[src/rtl/stream_packer_if.sv]
// Stream bundle for stream_packer: narrow upstream beats in, packed wide
// words out. The master view belongs to the packer itself. The slave view
// belongs to whatever feeds the narrow beats and drains the wide words.
interface stream_packer_if #(
    parameter int DATA_WIDTH = 8,
    parameter int RATIO      = 4
);
    logic                          input_ready;
    logic                          input_valid;
    logic [DATA_WIDTH-1:0]         input_data;
    logic                          input_last;
    logic                          output_ready;
    logic                          output_valid;
    logic [DATA_WIDTH*RATIO-1:0]   output_data;
    logic [RATIO-1:0]              output_keep;
    logic                          output_last;

    modport master (
        output input_ready,
        input  input_valid,
        input  input_data,
        input  input_last,
        input  output_ready,
        output output_valid,
        output output_data,
        output output_keep,
        output output_last
    );

    modport slave (
        input  input_ready,
        output input_valid,
        output input_data,
        output input_last,
        output output_ready,
        input  output_valid,
        input  output_data,
        input  output_keep,
        input  output_last
    );
endinterface

[src/rtl/stream_packer.sv]
// Width-converting packer: gathers RATIO narrow beats, little-endian by lane,
// into one wide word. Packets that end early flush as partial words. The keep
// mask marks the populated lanes. All outputs except input_ready come from
// registers. input_ready is combinational, so a word being drained can be
// replaced in the same cycle with no bubble.
module stream_packer #(
    parameter int DATA_WIDTH = 8,
    parameter int RATIO      = 4
) (
    input  logic              clk,
    input  logic              reset,
    stream_packer_if.master   bus
);
    localparam int WORD_WIDTH = DATA_WIDTH * RATIO;
    localparam int IDX_W      = (RATIO > 2) ? $clog2(RATIO) : 1;
    localparam logic [IDX_W-1:0] LAST_IDX = IDX_W'(RATIO - 1);

    // Assembly state: the partially built word and its populated lanes.
    logic [IDX_W-1:0]      lane_idx_r;
    logic [WORD_WIDTH-1:0] asm_data_r;
    logic [RATIO-1:0]      asm_keep_r;

    // Output register presented downstream.
    logic                  out_valid_r;
    logic [WORD_WIDTH-1:0] out_data_r;
    logic [RATIO-1:0]      out_keep_r;
    logic                  out_last_r;

    logic                  input_ready_s;
    logic                  accept_s;
    logic                  final_s;
    logic                  drain_s;
    logic [WORD_WIDTH-1:0] merged_data_s;
    logic [RATIO-1:0]      merged_keep_s;

    // Handshake decode: a held output word blocks every input beat, including
    // non-final ones, so assembly state cannot run ahead of a stalled output.
    always_comb begin
        input_ready_s = ~reset & (~out_valid_r | bus.output_ready);
        accept_s      = bus.input_valid & input_ready_s;
        final_s       = accept_s & ((lane_idx_r == LAST_IDX) | bus.input_last);
        drain_s       = out_valid_r & bus.output_ready;
    end

    // Assembly contents with the current beat dropped into its lane.
    always_comb begin
        merged_data_s = asm_data_r;
        merged_keep_s = asm_keep_r;
        for (int k = 0; k < RATIO; k++) begin
            if (lane_idx_r == IDX_W'(k)) begin
                merged_data_s[k*DATA_WIDTH +: DATA_WIDTH] = bus.input_data;
                merged_keep_s[k]                          = 1'b1;
            end else begin
                merged_data_s[k*DATA_WIDTH +: DATA_WIDTH] = asm_data_r[k*DATA_WIDTH +: DATA_WIDTH];
                merged_keep_s[k]                          = asm_keep_r[k];
            end
        end
    end

    // Assembly and output registers. A final beat loads the output register
    // and clears the assembly on the same edge. Lanes above the final index
    // stay zero because the assembly is cleared after each word.
    always_ff @(posedge clk) begin
        if (reset) begin
            lane_idx_r  <= '0;
            asm_data_r  <= '0;
            asm_keep_r  <= '0;
            out_valid_r <= 1'b0;
            out_data_r  <= '0;
            out_keep_r  <= '0;
            out_last_r  <= 1'b0;
        end else if (final_s) begin
            out_valid_r <= 1'b1;
            out_data_r  <= merged_data_s;
            out_keep_r  <= merged_keep_s;
            out_last_r  <= bus.input_last;
            lane_idx_r  <= '0;
            asm_data_r  <= '0;
            asm_keep_r  <= '0;
        end else begin
            if (drain_s) begin
                out_valid_r <= 1'b0;
            end else begin
                out_valid_r <= out_valid_r;
            end
            if (accept_s) begin
                asm_data_r <= merged_data_s;
                asm_keep_r <= merged_keep_s;
                lane_idx_r <= lane_idx_r + IDX_W'(1);
            end else begin
                asm_data_r <= asm_data_r;
                asm_keep_r <= asm_keep_r;
                lane_idx_r <= lane_idx_r;
            end
        end
    end

    assign bus.input_ready  = input_ready_s;
    assign bus.output_valid = out_valid_r;
    assign bus.output_data  = out_data_r;
    assign bus.output_keep  = out_keep_r;
    assign bus.output_last  = out_last_r;
endmodule

[src/flat_wrapper.sv]
// flat-port wrapper written by rule: the top's interface ports become plain ports
module stream_packer_flat 
#(
    parameter int DATA_WIDTH = 8,
    parameter int RATIO      = 4
)
  (clk, reset, bus_input_ready, bus_input_valid, bus_input_data, bus_input_last, bus_output_ready, bus_output_valid, bus_output_data, bus_output_keep, bus_output_last);
  stream_packer_if #(.DATA_WIDTH(DATA_WIDTH), .RATIO(RATIO)) bus_i ();
  input  logic clk;
  input  logic reset;
  output wire logic [$bits(bus_i.input_ready)-1:0] bus_input_ready;
  input wire logic [$bits(bus_i.input_valid)-1:0] bus_input_valid;
  input wire logic [$bits(bus_i.input_data)-1:0] bus_input_data;
  input wire logic [$bits(bus_i.input_last)-1:0] bus_input_last;
  input wire logic [$bits(bus_i.output_ready)-1:0] bus_output_ready;
  output wire logic [$bits(bus_i.output_valid)-1:0] bus_output_valid;
  output wire logic [$bits(bus_i.output_data)-1:0] bus_output_data;
  output wire logic [$bits(bus_i.output_keep)-1:0] bus_output_keep;
  output wire logic [$bits(bus_i.output_last)-1:0] bus_output_last;
  assign bus_input_ready = bus_i.input_ready;
  assign bus_i.input_valid = bus_input_valid;
  assign bus_i.input_data = bus_input_data;
  assign bus_i.input_last = bus_input_last;
  assign bus_i.output_ready = bus_output_ready;
  assign bus_output_valid = bus_i.output_valid;
  assign bus_output_data = bus_i.output_data;
  assign bus_output_keep = bus_i.output_keep;
  assign bus_output_last = bus_i.output_last;
  stream_packer #(.DATA_WIDTH(DATA_WIDTH), .RATIO(RATIO)) u_core (.clk(clk), .reset(reset), .bus(bus_i));
endmodule
[config.mk]
export PLATFORM = sky130hd
export DESIGN_NAME = stream_packer_flat
export DESIGN_NICKNAME = d
export VERILOG_FILES = /design/src/rtl/stream_packer_if.sv /design/src/rtl/stream_packer.sv /design/src/flat_wrapper.sv
export SDC_FILE = /design/constraint.sdc
export NUM_CORES = 1
export LEC_CHECK = 0
export CAP_MARGIN = 20
export CORE_MARGIN = 2
export CORE_UTILIZATION = 30
export DETAILED_ROUTE_END_ITERATION = 12
export PLACE_DENSITY = 0.48
export RECOVER_POWER = 50
export SYNTH_ARGS = -nofsm -noshare
export SYNTH_HDL_FRONTEND = slang
export SYNTH_SLANG_ARGS = --single-unit
[constraint.sdc]
create_clock -name clk -period 3.15 [get_ports clk]
set_clock_uncertainty 0.15 [all_clocks]
set_input_delay 0.4725 -clock clk [delete_from_list [all_inputs] [get_ports clk]]
set_output_delay 0.4725 -clock clk [all_outputs]
set_load 0.05 [all_outputs]
# [Yosys cells after proc, flatten, opt, wreduce, memory -nomap -nowiden]
# Index checks and enable logic that the tools add are counted.
[word_totals] reg_bits=76 inputBits=13 out_inout_bits=39
[op_classes] addsub=1 eq_ne=3 n_mux=10 bitwise_logic=8 n_reduce_logical=3
[ops] op="2-to-1 mux 8 bit" count=4
[ops] op="2-to-1 mux 1 bit" count=6
[ops] op="AND 1 bit" count=4
[ops] op="== test 2 bit, second input constant" count=2
[ops] op="adder 2 x 1 -> 2 bit, second input constant" count=1
[ops] op="== test 2 x 1 -> 1 bit, second input constant" count=1
[ops] op="logical NOT 2 bit" count=1
[ops] op="inverter 1 bit" count=2
[ops] op="OR 1 bit" count=2
[ops] op="nonzero test 2 bit" count=1
[ops] op="OR reduction 2 bit" count=1

# [Depth between registers and ports, before layout]
# Gate-level depths: netlist (run 1).
[depth] ltp_word=6 depth_mapped=7 depth_no_buf=5

# [Worst setup path before layout (run 1)]
# Ideal clock, no wire load.
[synth_path] kind="reg-to-output" from="reg u_core.out_valid_r, in the netlist u_core.bus.output_valid" to="out bus_input_ready" t_arrival_ps=1677 path_slack_ps=851 stages_incl_launch_ff=5 n_path_buf=2 path_cell_list="dfxtp_1 nor2b_1 buf_2 buf_1 nor2_1"
[synth_between] elab_chain_len=3
[synth_lines] item="start, declared" line="stream_packer.sv:24" source="logic out_valid_r;"
[synth_lines] item="start signal, assigned" line="stream_packer.sv:84" source="out_valid_r <= out_valid_r;"
[synth_lines] item="inverter 1 bit" line="stream_packer.sv:39" source="input_ready_s = ~reset & (~out_valid_r | bus.output_ready);"
[synth_lines] item="OR 1 bit" line="stream_packer.sv:39"
[synth_lines] item="AND 1 bit" line="stream_packer.sv:39"
[synth_lines] item="end, declared" line="flat_wrapper.sv:11" source="output wire logic [$bits(bus_i.input_ready)-1:0] bus_input_ready;"
# Every way passes these cells.

# [Worst setup path after layout (run 1)]
[layout_path] from="in bus_input_valid" to="reg u_core.out_keep_r[2], in the netlist u_core.bus.output_keep[2]"
[layout_between] elab_chain_len=2
[layout_lines] item="start, declared" line="flat_wrapper.sv:12" source="input wire logic [$bits(bus_i.input_valid)-1:0] bus_input_valid;"
[layout_lines] item="AND 1 bit" line="stream_packer.sv:40" source="accept_s = bus.input_valid & input_ready_s;"
[layout_lines] item="AND 1 bit" line="stream_packer.sv:41" source="final_s = accept_s & ((lane_idx_r == LAST_IDX) | bus.input_last);"
[layout_lines] item="end signal, assigned" line="stream_packer.sv:75" source="out_keep_r <= merged_keep_s;"
[layout_lines] item="end, declared" line="stream_packer.sv:26" source="logic [RATIO-1:0] out_keep_r;"
# Every way passes these cells.
# A chain may end at the register's enable or synchronous reset.

==> summary.txt, run 1 <==
Drt
  – DRC violations left: 0
  – 1st-pass router iterations: 4
  – Final wirelength: 9120 um
  – Vias: 2741
  – Wirelength per Cell: 17.8 um
  – Initial drt markers: 210
  – Routed Antenna Nets: 0
  – Via/cell ratio: 5.34

Synthesis
  – Post-synthesis instance total: 343
  – Flops & latches, synth: 76
  – Netlist Area Pre-Place: 3320 um^2
  – Seq/Total Area, Yosys: 0.458
  – Share of the synthesized area in the top cell type: 0.458
  – Mapped Avg Cell Area: between 9 and 10 um^2
  – Syn Nets: 360
  – Cell accounting for the most synthesized area: dfxtp_1
  – Yosys warns: 0
  – Leading post-synthesis cells by cell area: dfxtp_1 (46%), mux2i_1 (9.6%), o31ai_1 (7.5%), o2bb2ai_1 (6.3%), nand4_1 (6.0%)
  – Cell variety after synth: 28

Timing
  – RSZ-0062 raised after global routing: false
  – Max Slew Vio Count: 0
  – Endpoints failing hold: 0
  – Max-Slew Margin vs Limit: 0.375
  – Slew @ Worst Pin: 937 ps
  – Final setup fails: 0
  – Hold Slack: 314 ps
  – Min Tclk post-route: between 2000 and 3000 ps
  – Crit share post-route: 0.802
  – Max Clk Rate: 396 MHz
  – Setup TNS: 0 ps

Outcome
  – Status: finished, final reports clean

Pwr
  – Seq pwr share: 0.515
  – P_leak: 1.38 nW
  – Switching part of the total power: 0.271
  – Worst vdd ir: around 190 uV
  – Combinational group share of total power: 0.122
  – Power after layout: 1.92 mW
  – Clock power frac: 0.363
  – P_int: 1.40 mW
  – Pwr dens: approximately 480 nW/um^2
  – Sw Pwr: ~0.52 mW

Global routing
  – Gr usage total: 0.162
  – Largest net degree at the start of global routing: 39
  – Number of antenna violations at the first check in global routing: 0
  – First-pass GRT wire length: about 15000 um
  – Global route overflow: 0
  – Vias in the first global route: between 2000 and 3000

Clocking
  – CTS tree: built
  – H-tree depth: 3
  – Post_cts resized: 0
  – Setup bufs post-CTS: 0
  – CTS max path bufs: 2
  – CTS Buf Count: 9
  – CTS Sinks: 76
  – Worst skew pair latency: 340 ps
  – Hold Buf Count CTS: 0
  – Clk slew on worst S/H paths: 70 ps
  – CTS root buf: clkbuf_8

Floorplan
  – Initial Utilization: 0.307
  – Die width: between 100 and 150 um
  – Core area: 10800 um^2
  – Io pins: 52
  – Chip Height: between 100 and 150 um
  – Row Count: 38
  – Die area: 11900 um^2

Min path
  – Hold_sp: u_core.bus.output_data[29]
  – Hold path depth: 1
  – Worst Hold Endpoint: u_core.bus.output_data[29]
  – Hold Path Class: reg -> reg

Critical path
  – Reg-to-Reg End: u_core.bus.output_data[25]
  – CP max FO: 14
  – Kind of critical path: in -> reg
  – CP Capture Type: flip-flop
  – CP Data Required Time: 3210 ps
  – Flop-to-flop setup slack: 830 ps
  – Critical Path AT: 2580 ps
  – R2r worst-path depth: 4
  – Worst r2r src: u_core.lane_idx_r[0]
  – Crit start category: input port

Place
  – Final HPWL DP: about 5600 um
  – GPL Wtd Cong: 0.744
  – Port-buffer cells: 51

Final layout
  – FF/Latch Area: 1520 um^2
  – Final net count: 385
  – Most frequent cells in the layout: dfxtp_1 (76), a21oi_1 (36), dlygate4sd3_1 (36)
  – Layout cell share with drive strength beyond 1: 0.0777
  – Ant diodes: 0
  – P&R area growth vs syn: 21.5%
  – Area of the multi-input gates: 1540 um^2
  – Most common cell after layout, fill and taps aside: dfxtp_1
  – Fillers: between 1000 and 1500

Job
  – Max cap viols: 0
## power by group through the flow
stage / registers, mW / clock network [mW] / logic [mW]
global route: 0.991 / 0.756 / 0.252
global placement: 1.01 / 0 / 0.240
finish: 0.989 / 0.698 / 0.234
floorplan: 1.05 / 0 / 0.125
CTS: 0.989 / 0.715 / 0.240
detailed placement: 1.01 / 0 / 0.240
## through the flow
stage | worst slack, ps | area, um^2 | util | instances
final | 624 | 4040 | 0.372 | 513
after global routing | 489 | 4040 | 0.372 | 513
after CTS | 931 | 4040 | 0.373 | 513
after detailed placement | 582 | 3860 | 0.356 | 497
after global placement | 616 | 3860 | 0.356 | 497
after floorplan | 851 | 3320 | - | 343
## state kept, by name (all words and copies together), names as in the netlist
name,count
u_core.bus.output_last,1
u_core.asm_data_r,32
u_core.bus.output_valid,1
u_core.bus.output_data,32
u_core.bus.output_keep,4
u_core.asm_keep_r,4
u_core.lane_idx_r,2
## metal layers
metal,share of wire,global-route usage
met2,0.42,0.238
met5,0,0
met1,0.51,0.234
met3,0.047,0.0275
met4,0.019,0.0669
## kinds of logic after synthesis
kind of cell             Yosys count  synth area share
AND/OR/NAND/NOR                   51            0.0892
buffers and inverters             55            0.0798
flip-flops                        76             0.458
AO/OA/AOI/OAI                    125             0.262
multiplexers                      32            0.0964
adder cells (fa/ha/maj)            4            0.0151
## cell usage after synthesis, drive strengths merged
library cell  instances
nor2b                 2
clkinv                1
o31ai                33
nand4                32
or2                   1
nand2b                2
mux2i                32
ha                    4
buf                  28
a31o                  1
a21oi                36
dfxtp                76
a211oi               11
a31oi                16
and3                  1
a41oi                 1
nor2                  9
o2bb2ai              24
inv                   5
o21ai                 2
clkbuf               21
nand3                 4
o21a                  1
## worst max-delay path by stage
stage	endpoint	start	cells past startpoint	slack (ps)
2_1_floorplan	bus_input_ready	u_core.bus.output_valid	4	850
3_3_place_gp	u_core.bus.output_data[30]	bus_input_last	4	620
3_5_place_dp	u_core.bus.output_data[28]	bus_input_last	4	580
4_1_cts	u_core.asm_data_r[3]	u_core.lane_idx_r[0]	5	930
5_1_grt	u_core.bus.output_data[31]	bus_input_valid	5	490
6_report	u_core.bus.output_keep[2]	bus_input_valid	5	620
## critical path, cell delays in order
cell and delay [ps]:
dlygate4sd3_1 700, nor2b_1 210, clkbuf_1 520, and3_1 540, a211oi_1 140
## cell type report
class                      instances  share of cell area
multi-input combinational        212               0.382
timing repair buffer              63               0.147
clock buffer                      15              0.0437
clock inverter                     1             0.00124
tap                              140              0.0434
sequential                        76               0.377
inverter                           6             0.00558
(Power assumes the default switching activity.)
==> inputs of run 2 (changes only) <==
--- a/config.mk
+++ b/config.mk
@@ -9,7 +9,7 @@
 export CORE_MARGIN = 2
 export CORE_UTILIZATION = 30
 export DETAILED_ROUTE_END_ITERATION = 12
-export PLACE_DENSITY = 0.48
+export PLACE_DENSITY = 0.49
 export RECOVER_POWER = 50
 export SYNTH_ARGS = -nofsm -noshare
 export SYNTH_HDL_FRONTEND = slang
==> constraint.sdc (replaced) <==
create_clock -name clk -period 2.2 [get_ports clk]
set_clock_uncertainty 0.15 [all_clocks]
set_input_delay 0.33 -clock clk [delete_from_list [all_inputs] [get_ports clk]]
set_output_delay 0.33 -clock clk [all_outputs]
set_load 0.05 [all_outputs]
==> summary.txt, run 2 (same netlist as run 1, synthesis figures left out) <==
Drt
  – Vias: 2842
  – Met2 wire len: ~4000 um
  – Initial drt markers: approximately 130
  – 1st-pass router iterations: 4
  – M1 WL: ~4700 um
  – Wirelength per Cell: 17.9 um
  – Routed Antenna Nets: 0
  – Via/cell ratio: ~5.5
  – Final wirelength: between 9000 and 10000 um
  – DR WL met3: between 400 and 500 um
  – DRC violations left: 0
  – Top routing layer used: met4

Timing
  – RSZ-0062 raised after global routing: false
  – Max Slew Vio Count: 0
  – Min Tclk post-route: 2000 ps
  – Endpoints failing hold: 0
  – Setup TNS: 0 ps
  – Slew @ Worst Pin: 509 ps
  – Crit share post-route: 0.907
  – Max-Slew Margin vs Limit: 0.659
  – Max Clk Rate: 501 MHz
  – Final setup fails: 0

Clocking
  – CTS tree: built
  – Post_cts resized: 0
  – CTS max path bufs: 2
  – Setup bufs post-CTS: 0
  – Hold Buf Count CTS: 0
  – Clk slew on worst S/H paths: 80 ps
  – H-tree depth: 3
  – CTS Sinks: 76
  – CTS root buf: clkbuf_8
  – CTS Buf Count: 9
  – Worst skew pair latency: between 300 and 400 ps

Pwr
  – Pwr dens: 729 nW/um^2
  – Worst vdd ir: ~320 uV
  – Power after layout: 3.07 mW
  – P_leak: 1.33 nW

Critical path
  – CP Capture Type: output pin
  – Crit-path max cell delay: around 810 ps
  – Kind of critical path: reg -> out
  – CP Depth: 1
  – CP Launch Point: u_core.bus.output_valid
  – Crit path to: bus_output_valid
  – CP max FO: 3
  – Critical path buffers and inverters: 1
  – Flop-to-flop setup slack: 280 ps
  – Worst r2r src: u_core.lane_idx_r[1]
  – R2r worst-path depth: 4
  – CP Data Required Time: 1720 ps
  – Worst path slowest cell: clkdlybuf4s50_1
  – Crit path cell chain: clkdlybuf4s50_1
  – Delay-heaviest family, CP: buffers and inverters
  – Crit start category: flip-flop
  – Reg-to-Reg End: u_core.bus.output_keep[0]
  – Critical Path AT: roughly 1500 ps

Global routing
  – Global route overflow: 0
  – Largest net degree at the start of global routing: 48
  – First-pass GRT wire length: 15100 um
  – Gr usage total: 0.163
  – Number of antenna violations at the first check in global routing: 0
  – Vias in the first global route: 2782

Floorplan
  – Initial Utilization: 0.307
  – Die area: 11900 um^2
  – Core area: 10800 um^2
  – Chip Height: 109 um
  – Row Count: 38
  – Io pins: 52
  – Die width: 109 um

Final layout
  – Ant diodes: 0
  – Final core utilization: 0.389
  – Most frequent cells in the layout: dfxtp_1 (76), clkdlybuf4s50_1 (49), a21oi_1 (36)
  – Fin area: approximately 4200 um^2
  – P&R area growth vs syn: 26.7%
  – Final net count: 388
  – Most common cell after layout, fill and taps aside: dfxtp_1
  – Layout cell share with drive strength beyond 1: 0.0933

Place
  – Port-buffer cells: 51
  – DP Area: 3970 um^2
  – Final HPWL DP: 5560 um
  – GPL Wtd Cong: approximately 0.76

Min path
  – Hold Path Class: reg -> reg

Outcome
  – Status: finished, final reports clean

Job
  – Max cap viols: 0
[run 2: final cells by class]
class | count | area [um^2]
clock inverter | 4 | 97.6
tap | 140 | 175
inverter | 6 | 22.5
clock buffer | 11 | 141
sequential | 76 | 1520
timing repair buffer | 66 | 708
fill | 1112 | 6630
multi-input combinational | 212 | 1550
[run 2: power breakdown]
part           switching, mW  internal (mW)  total, mW
registers             0.0146           1.40       1.42
clock network          0.504          0.779       1.28
logic                  0.243          0.127      0.370
[run 2: metrics by stage]
stage	std cells	setup slack [ps]	hold slack, ps
2_1_floorplan	343	43.2	287
3_3_place_gp	500	179	298
3_5_place_dp	500	144	295
4_1_cts	515	183	318
5_1_grt	515	86.8	334
6_report	515	204	313
[run 2: worst min path at each step]
stage                                    start                    endpoint  slack [ps]  depth (start not counted)
global placement          u_core.asm_keep_r[2]        u_core.asm_keep_r[2]         300                          2
CTS                 u_core.bus.output_data[16]  u_core.bus.output_data[16]         320                          1
floorplan                 u_core.asm_keep_r[0]        u_core.asm_keep_r[0]         290                          2
detailed placement  u_core.bus.output_data[16]  u_core.bus.output_data[16]         300                          1
global route        u_core.bus.output_data[14]  u_core.bus.output_data[14]         330                          1
finish              u_core.bus.output_data[16]  u_core.bus.output_data[16]         310                          1
[run 2: metal layers]
layer / track usage / vias to the layer above
li1: - / 1367
met1: 0.236 / 1382
met2: 0.246 / 82
met3: 0.0317 / 11
met4: 0.0452 / 0
met5: 0 / -
==> inputs of run 3 (changes only) <==
--- a/config.mk
+++ b/config.mk
@@ -11,6 +11,7 @@
 export DETAILED_ROUTE_END_ITERATION = 12
 export PLACE_DENSITY = 0.49
 export RECOVER_POWER = 50
+export SLEW_MARGIN = 10
 export SYNTH_ARGS = -nofsm -noshare
 export SYNTH_HDL_FRONTEND = slang
 export SYNTH_SLANG_ARGS = --single-unit
==> results of run 3 <==
Same layout as run 2: the final DEF is identical, and so are final timing and power.
